$ cat src/rtl/player_renderer_if.sv
// player_renderer_if
// Groups the pixel-scan, push-button and colour/position signals exchanged
// between the renderer and its surroundings (video_driver, board keys).
//   master : drives x, y, KEY; observes r, g, b, player_col, player_row, win
//   slave  : the renderer itself
interface player_renderer_if;
    logic [9:0] x;
    logic [8:0] y;
    logic [3:0] KEY;
    logic [7:0] r;
    logic [7:0] g;
    logic [7:0] b;
    logic [4:0] player_col;
    logic [3:0] player_row;
    logic       win;

    modport master (
        output x, y, KEY,
        input  r, g, b, player_col, player_row, win
    );

    modport slave (
        input  x, y, KEY,
        output r, g, b, player_col, player_row, win
    );
endinterface

$ cat src/rtl/player_renderer.sv
// player_renderer
// Pixel-colour source for the VGA path. Holds the player's grid position,
// moves it at most one cell per frame from edge-detected key presses, and
// returns a registered colour for every scan coordinate.
// Ports:
//   CLOCK_50 : system clock, all state on rising edge
//   reset    : asynchronous, active-high reset
//   bus      : slave side of player_renderer_if
//              x/y scan position, KEY (active-low: [3] left, [2] up,
//              [1] down, [0] right), r/g/b colour (1 clock after x/y),
//              player_col/player_row position, win (sticky)
module player_renderer #(
    parameter int WIDTH     = 640,
    parameter int HEIGHT    = 480,
    parameter int CELL_LOG2 = 5
) (
    input  logic                CLOCK_50,
    input  logic                reset,
    player_renderer_if.slave    bus
);

    localparam int GRID_W = WIDTH >> CELL_LOG2;
    localparam int GRID_H = HEIGHT >> CELL_LOG2;

    localparam logic [9:0] X_LIM     = 10'(WIDTH);
    localparam logic [8:0] Y_LIM     = 9'(HEIGHT);
    localparam logic [9:0] X_LAST    = 10'(WIDTH - 1);
    localparam logic [8:0] Y_LAST    = 9'(HEIGHT - 1);
    localparam logic [4:0] COL_MAX   = 5'(GRID_W - 1);
    localparam logic [3:0] ROW_MAX   = 4'(GRID_H - 1);
    localparam logic [4:0] COL_START = 5'(GRID_W / 2);

    localparam logic [23:0] C_BLACK  = 24'h000000;
    localparam logic [23:0] C_BLUE   = 24'h0000FF;
    localparam logic [23:0] C_WHITE  = 24'hFFFFFF;
    localparam logic [23:0] C_GOAL   = 24'h00C800;
    localparam logic [23:0] C_START  = 24'h808080;
    localparam logic [23:0] C_ROAD   = 24'h404040;
    localparam logic [23:0] C_STRIPE = 24'hFFFF00;

    // Key bit positions within KEY / pending
    localparam int K_RIGHT = 0;
    localparam int K_DOWN  = 1;
    localparam int K_UP    = 2;
    localparam int K_LEFT  = 3;

    logic [3:0]  sync1_q, sync2_q, sync3_q;
    logic [3:0]  press_q;
    logic [3:0]  pending_q, pending_d;
    logic        eof_q, eof_prev_q, tick;
    logic [4:0]  col_q, col_d;
    logic [3:0]  row_q, row_d;
    logic        win_q, win_d;
    logic [23:0] rgb_q, rgb_d;
    logic [4:0]  pix_col;
    logic [3:0]  pix_row;

    always_ff @(posedge CLOCK_50 or posedge reset) begin
        if (reset) begin
            sync1_q    <= '1;
            sync2_q    <= '1;
            sync3_q    <= '1;
            press_q    <= '0;
            pending_q  <= '0;
            eof_q      <= 1'b0;
            eof_prev_q <= 1'b0;
            col_q      <= COL_START;
            row_q      <= ROW_MAX;
            win_q      <= 1'b0;
            rgb_q      <= C_BLACK;
        end else begin
            sync1_q    <= bus.KEY;
            sync2_q    <= sync1_q;
            sync3_q    <= sync2_q;
            // Synchronized 1->0 transition; holding a key yields one pulse.
            press_q    <= sync3_q & ~sync2_q;
            pending_q  <= pending_d;
            eof_q      <= (bus.x == X_LAST) && (bus.y == Y_LAST);
            eof_prev_q <= eof_q;
            col_q      <= col_d;
            row_q      <= row_d;
            win_q      <= win_d;
            rgb_q      <= rgb_d;
        end
    end

    // One pulse per frame no matter how long x/y sit on the last pixel.
    assign tick = eof_q & ~eof_prev_q;

    // A press arriving on the tick cycle survives the clear and waits a frame.
    assign pending_d = tick ? press_q : (pending_q | press_q);

    always_comb begin
        col_d = col_q;
        row_d = row_q;
        win_d = win_q;
        if (tick && !win_q) begin
            if (pending_q[K_UP]) begin
                if (row_q != 4'd0) row_d = row_q - 4'd1;
            end else if (pending_q[K_DOWN]) begin
                if (row_q != ROW_MAX) row_d = row_q + 4'd1;
            end else if (pending_q[K_LEFT]) begin
                if (col_q != 5'd0) col_d = col_q - 5'd1;
            end else if (pending_q[K_RIGHT]) begin
                if (col_q != COL_MAX) col_d = col_q + 5'd1;
            end
        end
        if (row_d == 4'd0) win_d = 1'b1;
    end

    assign pix_col = 5'(bus.x >> CELL_LOG2);
    assign pix_row = 4'(bus.y >> CELL_LOG2);

    always_comb begin
        rgb_d = C_BLACK;
        if (bus.x >= X_LIM || bus.y >= Y_LIM) begin
            rgb_d = C_BLACK;
        end else if (pix_col == col_q && pix_row == row_q) begin
            rgb_d = win_q ? C_WHITE : C_BLUE;
        end else if (pix_row == 4'd0) begin
            rgb_d = C_GOAL;
        end else if (pix_row == ROW_MAX) begin
            rgb_d = C_START;
        end else if (bus.y[CELL_LOG2-1:0] == '0) begin
            rgb_d = C_STRIPE;
        end else begin
            rgb_d = C_ROAD;
        end
    end

    assign bus.r          = rgb_q[23:16];
    assign bus.g          = rgb_q[15:8];
    assign bus.b          = rgb_q[7:0];
    assign bus.player_col = col_q;
    assign bus.player_row = row_q;
    assign bus.win        = win_q;

endmodule

$ cat src/flat_wrapper.sv
// flat-port wrapper written by rule: the top's interface ports become plain ports
module player_renderer_flat 
#(
    parameter int WIDTH     = 640,
    parameter int HEIGHT    = 480,
    parameter int CELL_LOG2 = 5
)
  (CLOCK_50, reset, bus_x, bus_y, bus_KEY, bus_r, bus_g, bus_b, bus_player_col, bus_player_row, bus_win);
  player_renderer_if bus_i ();
  input  logic CLOCK_50;
  input  logic reset;
  input wire logic [$bits(bus_i.x)-1:0] bus_x;
  input wire logic [$bits(bus_i.y)-1:0] bus_y;
  input wire logic [$bits(bus_i.KEY)-1:0] bus_KEY;
  output wire logic [$bits(bus_i.r)-1:0] bus_r;
  output wire logic [$bits(bus_i.g)-1:0] bus_g;
  output wire logic [$bits(bus_i.b)-1:0] bus_b;
  output wire logic [$bits(bus_i.player_col)-1:0] bus_player_col;
  output wire logic [$bits(bus_i.player_row)-1:0] bus_player_row;
  output wire logic [$bits(bus_i.win)-1:0] bus_win;
  assign bus_i.x = bus_x;
  assign bus_i.y = bus_y;
  assign bus_i.KEY = bus_KEY;
  assign bus_r = bus_i.r;
  assign bus_g = bus_i.g;
  assign bus_b = bus_i.b;
  assign bus_player_col = bus_i.player_col;
  assign bus_player_row = bus_i.player_row;
  assign bus_win = bus_i.win;
  player_renderer #(.WIDTH(WIDTH), .HEIGHT(HEIGHT), .CELL_LOG2(CELL_LOG2)) u_core (.CLOCK_50(CLOCK_50), .reset(reset), .bus(bus_i));
endmodule
$ cat config.mk
export PLATFORM = sky130hd
export DESIGN_NAME = player_renderer_flat
export DESIGN_NICKNAME = d
export VERILOG_FILES = /design/src/rtl/player_renderer_if.sv /design/src/rtl/player_renderer.sv /design/src/flat_wrapper.sv
export SDC_FILE = /design/constraint.sdc
export NUM_CORES = 1
export LEC_CHECK = 0
export BUFFER_PORTS_ARGS = -buffer_cell sky130_fd_sc_hd__buf_2
export CAP_MARGIN = 10
export CORE_ASPECT_RATIO = 1.2
export CORE_MARGIN = 1
export CORE_UTILIZATION = 53
export CTS_BUF_LIST = sky130_fd_sc_hd__clkbuf_4 sky130_fd_sc_hd__clkbuf_8
export DETAILED_ROUTE_END_ITERATION = 8
export PLACE_DENSITY_LB_ADDON = 0.25
export SLEW_MARGIN = 20
export SYNTH_ARGS = -nofsm -noshare
export SYNTH_HDL_FRONTEND = slang
export SYNTH_SLANG_ARGS = --single-unit
$ cat constraint.sdc
create_clock -name CLOCK_50 -period 2.3 [get_ports CLOCK_50]
set_clock_uncertainty 0.1 [all_clocks]
set_input_delay 0.345 -clock CLOCK_50 [delete_from_list [all_inputs] [get_ports CLOCK_50]]
set_output_delay 0.345 -clock CLOCK_50 [all_outputs]
set_load 0.1 [all_outputs]
======== Word-level counts from Yosys, hierarchy flattened ========
Index checks and enable logic that the tools add are counted.
operators by class
  add/sub/neg operators ................... 4
  magnitude comparators ................... 2
  equal/unequal tests ..................... 8
  muxes and demuxes ....................... 16
  bitwise gates (word level) .............. 7
  reduce and logical (&&, ||, !) cells .... 13
operators by type and width
  operator                                           number
  2-to-1 mux 24 bit                                  6
  2-to-1 mux 4 bit                                   6
  2-to-1 mux 5 bit                                   4
  == test 10 bit (second input constant)             1
  >= comparator 10 bit (second input constant)       1
  == test 9 bit (second input constant)              1
  >= comparator 9 bit (second input constant)        1
  zero test 4 bit                                    2
  AND reduction 6 bit                                1
  adder 5 x 1 -> 5 bit (second input constant)       1
  == test 5 bit                                      1
  zero test 5 bit                                    1
  inequality test 5 bit (second input constant)      1
  nonzero test 5 bit                                 1
  subtractor 5 x 1 -> 5 bit (second input constant)  1
  adder 4 x 1 -> 4 bit (second input constant)       1
  bitwise AND 4 bit                                  1
  == test 4 bit                                      1
  == test 4 bit (second input constant)              1
  inequality test 4 bit (second input constant)      1
  inverter 4 bit                                     1
  bitwise OR 4 bit                                   1
  nonzero test 2 bit                                 2
  nonzero test 4 bit                                 1
  other kinds (7)                                    11
word-level totals
  flip-flop bits (word level) ............. 56
  input bits .............................. 25
  output and inout bits ................... 34
  word-level logic and storage cells ...... 61

======== Logic depth before layout (Yosys ltp) ========
Gate-level depths: netlist (run 1).
  word-level depth ........................ 6
  mapped depth ............................ 8
  depth with buffers taken out ............ 7

======== Least setup slack after synthesis (run 1) ========
OpenSTA, ideal clock, no wires.
  path type ............................... reg2reg
  from .................................... reg u_core.col_q[0], in the netlist u_core.bus.player_col[0]
  to ...................................... reg u_core.col_q[4], in the netlist u_core.bus.player_col[4]
  setup time .............................. 0.164 ns
  arrival ................................. 2.330 ns
  required time ........................... 2.036 ns
  path slack .............................. -0.294 ns
  stages on the path, launching flop included .. 9
  buffers on the path ..................... 1
  period minus slack after synthesis ...... 2.594 ns
  cells stage by stage .................... dfrtp_1 clkbuf_1 inv_1 fa_1 nor2b_1 o21ai_0 and3_1 nor3_1 xor2_1
between the ends
  cells in the longest elaborated chain, start to end .. 4
  elaborated cells between the ends (all ways) .. 11
  classes of those cells .................. add/sub (2); eq/ne (2); mux (4); reduce/logical (3)
ends and longest elaborated chain
  item                    RTL line                source
  start, declared         player_renderer.sv:51   logic [4:0] col_q, col_d;
  start signal, assigned  player_renderer.sv:80   col_q <= col_d;
  adder 5 x 1 -> 5 bit    player_renderer.sv:105  if (col_q != COL_MAX) col_d = col_q + 5'd1;
  2-to-1 mux 5 bit        player_renderer.sv:105
  2-to-1 mux 5 bit        player_renderer.sv:104  end else if (pending_q[K_RIGHT]) begin
  2-to-1 mux 5 bit        player_renderer.sv:102  end else if (pending_q[K_LEFT]) begin
Several ways; a longest one is shown, not always the timed one. The select of a mux whose other input is x is not followed.
A chain may end at the register's enable or synchronous reset.

======== Worst setup path after layout (run 1) ========
  from .................................... reg u_core.row_q[0], in the netlist u_core.bus.player_row[0]
  to ...................................... reg u_core.win_q, in the netlist u_core.bus.win
between the ends
  cells in the longest elaborated chain, start to end .. 6
  elaborated cells between the ends (all ways) .. 10
  classes of those cells .................. add/sub (2); eq/ne (1); mux (5); reduce/logical (2)
ends and longest elaborated chain
  item                                                                  RTL line                source
  start, declared                                                       player_renderer.sv:52   logic [3:0] row_q, row_d;
  start signal, assigned                                                player_renderer.sv:81   row_q <= row_d;
  adder 4 x 1 -> 4 bit / inequality test 4 bit (equally long branches)  player_renderer.sv:101  if (row_q != ROW_MAX) row_d = row_q + 4'd1;
  2-to-1 mux 4 bit                                                      player_renderer.sv:101
  2-to-1 mux 4 bit                                                      player_renderer.sv:100  end else if (pending_q[K_DOWN]) begin
  2-to-1 mux 4 bit                                                      player_renderer.sv:98   if (pending_q[K_UP]) begin
  2-to-1 mux 4 bit (*)                                                  player_renderer.sv:97   if (tick && !win_q) begin
  net u_core.row_d[0]                                                   player_renderer.sv:52
  zero test 4 bit (*)                                                   player_renderer.sv:108  if (row_d == 4'd0) win_d = 1'b1;
  end signal, assigned                                                  player_renderer.sv:82   win_q <= win_d;
  end, declared                                                         player_renderer.sv:53   logic win_q, win_d;
Mark *: on every way through the listed nets, which the timed path passes. The rest lies on a longest branch.

==> impl_metrics.csv, run 1 <==
group,metric,value,unit
run_status,status,"finished clean",
sta,relSlewSlack,61.0,%
logic_synthesis,ys.flop_type,"dfrtp_1",
finish,area_delta_synth_final,16.5,%
finish,instances_no_fill,286,
floorplan,die_h,70.2,um
global_routing,first_global_vias,1434,
sta,finalHoldViolCount,0,
clock_tree,cts_tree,"done",
floorplan,rows,24,
floorplan,start_util,56.1,%
detailed_routing,drt_wl_total,3890,um
detailed_routing,drt-wirelength-per-cell,13.6,um
run,cap_violations,0,
logic_synthesis,synth.avg_cell_area,10.9,sq um
sta,setup_viol,0,
logic_synthesis,syn_area,2060,sq um
pwr,p_per_area,624,nW/um^2
global_routing,grt_antenna_before_repair,0,
clock_tree,htreeDepth,2,
clock_tree,path_clk_slew,0.08,ns
placement,dp_hpwl,2930,um
worst_setup_path,path_class,"flip-flop to flip-flop",
worst_setup_path,arrival,2.18,ns
detailed_routing,drt_iter0_drc,68,
logic_synthesis,ys_types,46,
sta,rsz0062_at_grt,"no",
logic_synthesis,yosysMostFrequentCell,"dfrtp_1",
logic_synthesis,synth_edf_count,0,
sta,tns,0,ns
clock_tree,cts_resized,0,
clock_tree,ctsHoldBuffers,0,
sta,worst_pin_slew,0.578,ns
sta,fmax,474,MHz
floorplan,die_w,58.9,um
placement,portBuffers,58,
logic_synthesis,ys_top_cells_by_count,"dfrtp_1, dfstp_2, buf_4",
logic_synthesis,synth-seq-cells,41,
finish,fin_nets,265,
floorplan,coreArea,3660,sq um
detailed_routing,via_count,1468,
logic_synthesis,syn_nets,220,
logic_synthesis,synth_top_area_cell,"dfrtp_1",
logic_synthesis,synth_seq_area_share,50.9,%
worst_setup_path,cp.required,2.37,ns
clock_tree,cts_sinks,41,
logic_synthesis,async_flop_share,100,%
detailed_routing,postRouteAntennaNets,0,
logic_synthesis,yosysTopAreaCellShare,29.2,%
global_routing,top_usage_layer,"met2",
logic_synthesis,synth_area_leaders,"dfrtp_1, dfstp_2, buf_4",
sta,slew_violations,0,
global_routing,overflow,0,
pwr,cellLeakagePower,1.17,nW
finish,drive_above_1_share,39.7,%
placement,gp_congestion,0.875,
finish,final_util,65.4,%
floorplan,die_area,4130,sq um
placement,dp.cells,278,
detailed_routing,firstDrtPassIters,4,
sta,post-route-period-util,91.8,%
global_routing,grtUsageMet1,26.6,%
clock_tree,postCtsSetupBuffers,0,
global_routing,grt_pass1_wl,6470,um
floorplan,ios,59,
global_routing,grt_max_degree,42,
worst_setup_path,cp_max_fo,6,
detailed_routing,viasPerCell,5.13,
sta,min_period,2.11,ns
logic_synthesis,synthCells,188,
hold_path,min_path_type,"input port to flip-flop",
clock_tree,clkLatencyLatePin,0.29,ns
worst_setup_path,start_kind,"flip-flop",
worst_setup_path,worst_setup_path_end_kind,"flip-flop",
clock_tree,cts-root-buf,"clkbuf_8",
global_routing,track_usage,21.2,%
logic_synthesis,ys.warnings.count,0,
finish,antenna_cells,0,
pwr,ir_worst_vdd,0.000551,V
clock_tree,cts_made_buffers,5,
detailed_routing,drc,0,
clock_tree,cts_buffer_depth,2,
pwr,power,1.49,mW
global_routing,met3_usage,5.00,%
global_routing,gr-usage-met2,33.6,%
[area by class of cell]
cell class                 instances  area [sq um]
clock buffer                       6          76.3
clock inverter                     2          38.8
fill                             310          1270
inverter                          11          41.3
multi-input combinational        115           820
sequential                        41          1060
tap                               52          65.1
timing repair buffer              59           298
[through the flow]
stage	hold slack (ns)	instance area, sq um	setup WS, ns
final	0.0442	2390	0.190
after global routing	0.0241	2390	0.109
after CTS	0.0359	2390	0.184
after detailed placement	0.248	2280	0.213
after global placement	0.246	2280	0.323
after floorplan	0.245	2060	-0.0183
[where the power goes]
group	internal [mW]	total, mW	switching, mW
Clock	0.337	0.575	0.237
Combinational	0.0378	0.162	0.124
Sequential	0.751	0.757	0.00656
[flip-flops by register name (all words and copies together), names as in the netlist]
name,count
u_core.bus.win,1
u_core.sync3_q,4
u_core.pending_q,4
u_core.eof_prev_q,1
u_core.rgb_q,9
u_core.eof_q,1
u_core.sync2_q,4
u_core.press_q,4
u_core.sync1_q,4
u_core.bus.player_row,4
u_core.bus.player_col,5
[path summary, 6_finish.rpt]
path	startpoint	end	slack [ns]	cells after the start
min in group asynchronous	reset	u_core.rgb_q[14]	0.06	3
min	bus_KEY[2]	u_core.sync1_q[2]	0.04	1
min reg2reg	u_core.sync1_q[2]	u_core.sync2_q[2]	0.26	0
max	u_core.bus.player_row[0]	u_core.bus.win	0.19	7
max in group asynchronous	reset	u_core.bus.player_col[0]	1.65	3
max reg2reg	u_core.bus.player_row[0]	u_core.bus.win	0.19	7
[layout by cell type, fill, tap and decap left out, types with 2 or more instances in the layout]
| cell | instances |
|---|---|
| buf_2 | 58 |
| dfstp_2 | 16 |
| o41ai_1 | 2 |
| o22ai_1 | 3 |
| a21o_1 | 5 |
| a22o_1 | 2 |
| ha_1 | 6 |
| nand2b_1 | 3 |
| xnor2_1 | 4 |
| o21ai_1 | 2 |
| clkbuf_8 | 5 |
| nor4b_1 | 2 |
| xor2_1 | 10 |
| inv_1 | 11 |
| dfrtp_1 | 22 |
| a21oi_1 | 12 |
| nor2b_1 | 6 |
| nand2_1 | 6 |
| nor3_1 | 5 |
| o21ai_0 | 7 |
| a31oi_1 | 3 |
| nand3_1 | 6 |
| and3_1 | 2 |
| nand4_1 | 3 |
| nor2_1 | 8 |
[metal layers]
| metal | vias up | share of wire [%] | wire length (um) |
|---|---|---|---|
| met5 | - | 0 | 0 |
| met4 | 0 | 2.0 | 78 |
| met3 | 10 | 4.6 | 181 |
| met2 | 50 | 49 | 1920 |
| met1 | 682 | 44 | 1710 |
| li1 | 726 | - | - |
[worst max-delay path: stages, from the launching register on]
cell,delay (ns)
dfrtp_2,0.44
inv_1,0.14
ha_1,0.22
or3b_1,0.40
o21ai_1,0.13
nor2_1,0.06
xnor2_1,0.13
o41ai_1,0.37
[logic make-up (layout without fill, tap and decap cells)]
kind of cell / count (synthesis) / after routing / share of synthesized area, %
compound gates: 42 / 42 / 13.8
xor+xnor: 14 / 14 / 5.96
fa+ha+maj: 7 / 7 / 4.63
buf+inv: 32 / 78 / 9.19
flops: 41 / 41 / 50.9
mux: 1 / 1 / 0.487
simple gates: 51 / 51 / 15.0
No activity file was read; power rests on OpenSTA's default activity.
==> run 2, diff against run 1 <==
RECOVER_POWER = 25   (was default)
==> impl_metrics.csv, run 2 (synthesis results as in run 1) <==
group,metric,value,unit
run_status,status,"finished clean",
pwr,p_sw,0.368,mW
sta,fmax,474,MHz
pwr,p_per_area,624,nW/um^2
finish,antenna_cells,0,
clock_tree,cts-root-buf,"clkbuf_8",
finish,drive_above_1_share,39.7,%
detailed_routing,top_layer_used,"met4",
pwr,cellLeakagePower,1.17,nW
clock_tree,cts_buffer_depth,2,
sta,worst_pin_slew,0.969,ns
pwr,pwr-share-clk,38.5,%
global_routing,grt_pass1_wl,6470,um
clock_tree,path_clk_slew,0.08,ns
detailed_routing,drt-wirelength-per-cell,13.6,um
worst_setup_path,arrival,2.18,ns
pwr,ir_worst_vdd,0.000551,V
placement,place_ws,0.213,ns
placement,portBuffers,58,
placement,dp_hpwl,2930,um
clock_tree,cts_made_buffers,5,
detailed_routing,via_count,1468,
floorplan,die_h,70.2,um
worst_setup_path,worst_setup_path_end_kind,"flip-flop",
global_routing,first_global_vias,1434,
finish,area_delta_synth_final,16.4,%
clock_tree,postCtsSetupBuffers,0,
worst_setup_path,path_class,"flip-flop to flip-flop",
floorplan,rows,24,
finish,regMostFlops,"u_core.rgb_q",
sta,min_period,2.11,ns
sta,post-route-period-util,91.8,%
pwr,p_sw_share,24.6,%
detailed_routing,drc,0,
pwr,power_frac_seq,50.7,%
detailed_routing,wl_met2,1920,um
floorplan,coreArea,3660,sq um
global_routing,track_usage,21.2,%
clock_tree,cts_resized,0,
clock_tree,ctsHoldBuffers,0,
worst_setup_path,cp_max_fo,6,
clock_tree,clkLatencyLatePin,0.29,ns
global_routing,grt_max_degree,42,
run,cap_violations,0,
finish,fin_nets,265,
finish,fill_cells,311,
sta,finalHoldViolCount,0,
pwr,power,1.49,mW
finish,largest_reg_flops,9,
floorplan,die_area,4130,sq um
detailed_routing,firstDrtPassIters,4,
detailed_routing,viasPerCell,5.13,
clock_tree,htreeDepth,2,
floorplan,ios,59,
pwr,internal_power,1.13,mW
finish,most-common-layout-cells,"buf_2, dfrtp_1, dfstp_2",
pwr,power_frac_comb,10.8,%
worst_setup_path,start_kind,"flip-flop",
floorplan,start_util,56.1,%
detailed_routing,drt_iter0_drc,68,
worst_setup_path,cp.required,2.37,ns
global_routing,overflow,0,
placement,gp_congestion,0.875,
detailed_routing,postRouteAntennaNets,0,
sta,slew_violations,0,
sta,setup_viol,0,
detailed_routing,drt_wl_total,3890,um
clock_tree,cts_sinks,41,
sta,finalWorstSetupSlack,0.190,ns
sta,relSlewSlack,35.4,%
detailed_routing,met3_length,181,um
finish,final_common_cell,"buf_2",
sta,rsz0062_at_grt,"no",
detailed_routing,wl_met1,1710,um
clock_tree,cts_tree,"done",
hold_path,min_path_type,"input port to flip-flop",
floorplan,die_w,58.9,um
global_routing,grt_antenna_before_repair,0,
## run 2: cell types whose count changed in the layout (fill, tap and decap cells not counted), sizes merged
cell	previous run	this run
buf	59	58
clkbuf	6	7
## run 2: cell type report
class / count / area [sq um] / area share [%]
Multi-Input combinational cell: 115 / 820 / 34.3
Clock inverter: 2 / 38.8 / 1.62
Inverter: 11 / 41.3 / 1.73
Timing Repair Buffer: 59 / 295 / 12.3
Tap cell: 52 / 65.1 / 2.72
Clock buffer: 6 / 76.3 / 3.19
Sequential cell: 41 / 1060 / 44.1
## run 2: routing by layer
| metal | GRT usage [%] | vias up |
|---|---|---|
| met1 | 26.6 | 682 |
| li1 | - | 726 |
| met3 | 5.00 | 10 |
| met4 | 10.8 | 0 |
| met5 | 0 | - |
| met2 | 33.6 | 50 |
## run 2: stage by stage
stage	hold WS [ns]	std cells	utilization, %	cell area, sq um	TNS [ns]
2_1_floorplan	0.245	188	-	2060	-0.0183
3_3_place_gp	0.246	278	62.2	2280	0
3_5_place_dp	0.248	278	62.2	2280	0
4_1_cts	0.0359	286	65.4	2390	0
5_1_grt	0.0241	286	65.3	2390	0
6_report	0.0442	286	65.3	2390	0
## run 2: power by group through the flow
| stage | sequential, mW | clock (mW) | combinational, mW |
|---|---|---|---|
| floorplan | 0.827 | 0 | 0.0585 |
| global placement | 0.770 | 0 | 0.162 |
| detailed placement | 0.771 | 0 | 0.162 |
| CTS | 0.758 | 0.588 | 0.163 |
| global route | 0.760 | 0.615 | 0.173 |
| finish | 0.757 | 0.575 | 0.161 |
## run 2: final timing paths
check,slack (ns),from,cells past startpoint,to
max,0.19,u_core.bus.player_row[0],7,u_core.bus.win
max reg2reg,0.19,u_core.bus.player_row[0],7,u_core.bus.win
min,0.04,bus_KEY[2],1,u_core.sync1_q[2]
min reg2reg,0.26,u_core.sync1_q[2],0,u_core.sync2_q[2]
min in group asynchronous,0.24,reset,3,u_core.rgb_q[14]
max in group asynchronous,1.15,reset,3,u_core.bus.player_col[0]
## run 2: critical path: stages, from the launching register on
cell and delay, ns:
dfrtp_2 0.44, inv_1 0.14, ha_1 0.22, or3b_1 0.40, o21ai_1 0.13, nor2_1 0.06
xnor2_1 0.13, o41ai_1 0.37
==> run 3, diff against run 2 <==
ABC_AREA = 1   (was default)
CORE_ASPECT_RATIO = default   (was 1.2)
CORE_UTILIZATION = 54   (was 53)
==> impl_metrics.csv, run 3 <==
group,metric,value,unit
logic_synthesis,ys.flop_type,"dfrtp_1",
logic_synthesis,yosysTopAreaCellShare,28.1,%
sta,fmax,546,MHz
detailed_routing,drt_iter0_drc,153,
logic_synthesis,ys_types,29,
sta,finalWorstSetupSlack,0.469,ns
floorplan,coreArea,3740,sq um
worst_setup_path,cp.required,1.86,ns
logic_synthesis,synth_seq_area_share,48.9,%
sta,finalHoldViolCount,0,
floorplan,die_area,4220,sq um
pwr,power,1.41,mW
logic_synthesis,synthCells,248,
clock_tree,clkLatencyLatePin,0.29,ns
floorplan,start_util,57.2,%
floorplan,die_w,65.0,um
floorplan,ios,59,
sta,rsz0062_at_grt,"no",
hold_path,min_path_type,"input port to flip-flop",
clock_tree,cts_sinks,41,
worst_setup_path,slowest_delay,0.64,ns
finish,most-common-layout-cells,"buf_2, nand2_1, inv_1",
clock_tree,postCtsSetupBuffers,0,
worst_setup_path,timing.rr.start,"u_core.bus.player_col[1]",
worst_setup_path,start_kind,"flip-flop",
clock_tree,ctsHoldBuffers,0,
sta,relSlewSlack,36.6,%
logic_synthesis,synth-seq-cells,41,
logic_synthesis,synth_top_area_cell,"dfrtp_1",
finish,drive_above_1_share,31.4,%
worst_setup_path,arrival,1.39,ns
logic_synthesis,yosysMostFrequentCell,"nand2_1",
run,cap_violations,0,
global_routing,grt_max_degree,42,
clock_tree,cts-root-buf,"clkbuf_8",
finish,fin_nets,330,
worst_setup_path,r2r_slack,0.50,ns
logic_synthesis,syn_nets,280,
global_routing,grt_antenna_before_repair,0,
logic_synthesis,synth_area_leaders,"dfrtp_1, dfstp_2, nand2_1",
floorplan,rows,22,
finish,area_delta_synth_final,15.4,%
finish,final_common_cell,"buf_2",
placement,portBuffers,58,
worst_setup_path,cp_max_fo,10,
pwr,cellLeakagePower,1.39,nW
clock_tree,cts_tree,"done",
worst_setup_path,cp.depth,1,
detailed_routing,drt-wirelength-per-cell,11.6,um
logic_synthesis,synth_edf_count,0,
global_routing,first_global_vias,1495,
sta,min_period,1.83,ns
sta,setup_viol,0,
detailed_routing,via_count,1683,
worst_setup_path,rr_endpoint,"u_core.bus.player_col[4]",
pwr,ir_worst_vdd,0.000679,V
sta,post-route-period-util,79.6,%
detailed_routing,viasPerCell,4.85,
clock_tree,cts_buffer_depth,2,
pwr,p_per_area,569,nW/um^2
worst_setup_path,worst_setup_path_end_kind,"output port",
sta,worst_pin_slew,0.951,ns
run_status,status,"finished clean",
clock_tree,path_clk_slew,0.08,ns
placement,gp_congestion,0.901,
logic_synthesis,ys.warnings.count,0,
finish,antenna_cells,0,
worst_setup_path,path_class,"flip-flop to output port",
worst_setup_path,crit_family,"flip-flops",
global_routing,overflow,0,
worst_setup_path,startpoint,"u_core.bus.player_row[2]",
placement,dp_hpwl,3030,um
detailed_routing,drt_wl_total,4010,um
global_routing,grt_pass1_wl,6710,um
worst_setup_path,reg2regPathDepth,6,
logic_synthesis,syn_area,2140,sq um
detailed_routing,drc,0,
logic_synthesis,async_flop_share,100,%
detailed_routing,postRouteAntennaNets,0,
logic_synthesis,ys_top_cells_by_count,"nand2_1, inv_1, dfrtp_1, nor2_1, dfstp_2",
worst_setup_path,critical_path.slowest_cell,"dfstp_2",
worst_setup_path,crit_chain,"buf_2",
clock_tree,cts_resized,0,
sta,tns,0,ns
sta,slew_violations,0,
clock_tree,htreeDepth,2,
finish,regMostFlops,"u_core.rgb_q",
finish,largest_reg_flops,9,
placement,place_ws,0.523,ns
detailed_routing,firstDrtPassIters,4,
worst_setup_path,crit_end,"bus_player_row[2]",
clock_tree,cts_made_buffers,5,
finish,fill_cells,339,
floorplan,die_h,65.0,um
global_routing,track_usage,20.8,%
logic_synthesis,synth.avg_cell_area,8.63,sq um
worst_setup_path,crit_buf_inv,1,
[run 3: power breakdown]
group	internal [mW]	switching, mW	leakage (nW)	total (mW)
registers	0.750	0.00676	0.469	0.756
logic	0.0373	0.124	0.867	0.161
clock network	0.220	0.268	0.0491	0.488
total	1.01	0.399	1.39	1.41
[run 3: how the worst min path moves through the flow]
| stage | start | endpoint | slack [ns] | depth (start not counted) |
|---|---|---|---|---|
| 2_1_floorplan | u_core.sync1_q[0] | u_core.sync2_q[0] | 0.25 | 0 |
| 3_3_place_gp | u_core.sync1_q[3] | u_core.sync2_q[3] | 0.25 | 0 |
| 3_5_place_dp | u_core.sync1_q[0] | u_core.sync2_q[0] | 0.25 | 0 |
| 4_1_cts | bus_KEY[0] | u_core.sync1_q[0] | 0.04 | 1 |
| 5_1_grt | bus_KEY[0] | u_core.sync1_q[0] | 0.02 | 1 |
| 6_report | bus_KEY[1] | u_core.sync1_q[1] | 0.04 | 1 |
[run 3: cell type report]
class / instances / area (sq um) / share of cell area, %
well taps: 48 / 60.1 / 2.43
inverters: 39 / 148 / 5.97
clock inverters: 3 / 23.8 / 0.962
clock buffers: 5 / 68.8 / 2.78
multi-input cells: 152 / 826 / 33.4
flip-flops and latches: 41 / 1050 / 42.5
repair buffers: 59 / 295 / 11.9
[run 3: kinds of logic (layout without fill, tap and decap cells)]
family / after synthesis / in the layout / synth area share [%]
adders and majority gates: 7 / 7 / 4.44
and+or+nand+nor: 116 / 116 / 24.5
DFF: 41 / 41 / 48.9
buffers and inverters: 55 / 106 / 12.5
xor gates and xnor gates: 9 / 9 / 3.68
AOI/OAI and AO/OA: 20 / 20 / 5.90
[run 3: metal layers]
layer  vias to the layer above  global-route usage, %  share of wire (%)
met4                         0                   2.50               0.80
met3                        10                   5.28                5.0
met2                        54                   34.8                 48
met5                         -                      0                  0
met1                       755                   27.9                 46
li1                        864                      -                  -
[run 3: per-stage QoR]
stage | instances | area, sq um | utilization, % | hold WS [ns]
3_5_place_dp | 339 | 2380 | 63.6 | 0.249
3_3_place_gp | 339 | 2380 | 63.6 | 0.246
2_1_floorplan | 248 | 2140 | - | 0.245
4_1_cts | 347 | 2470 | 66.1 | 0.0353
5_1_grt | 347 | 2470 | 66.0 | 0.0198
6_report | 347 | 2470 | 66.0 | 0.0417
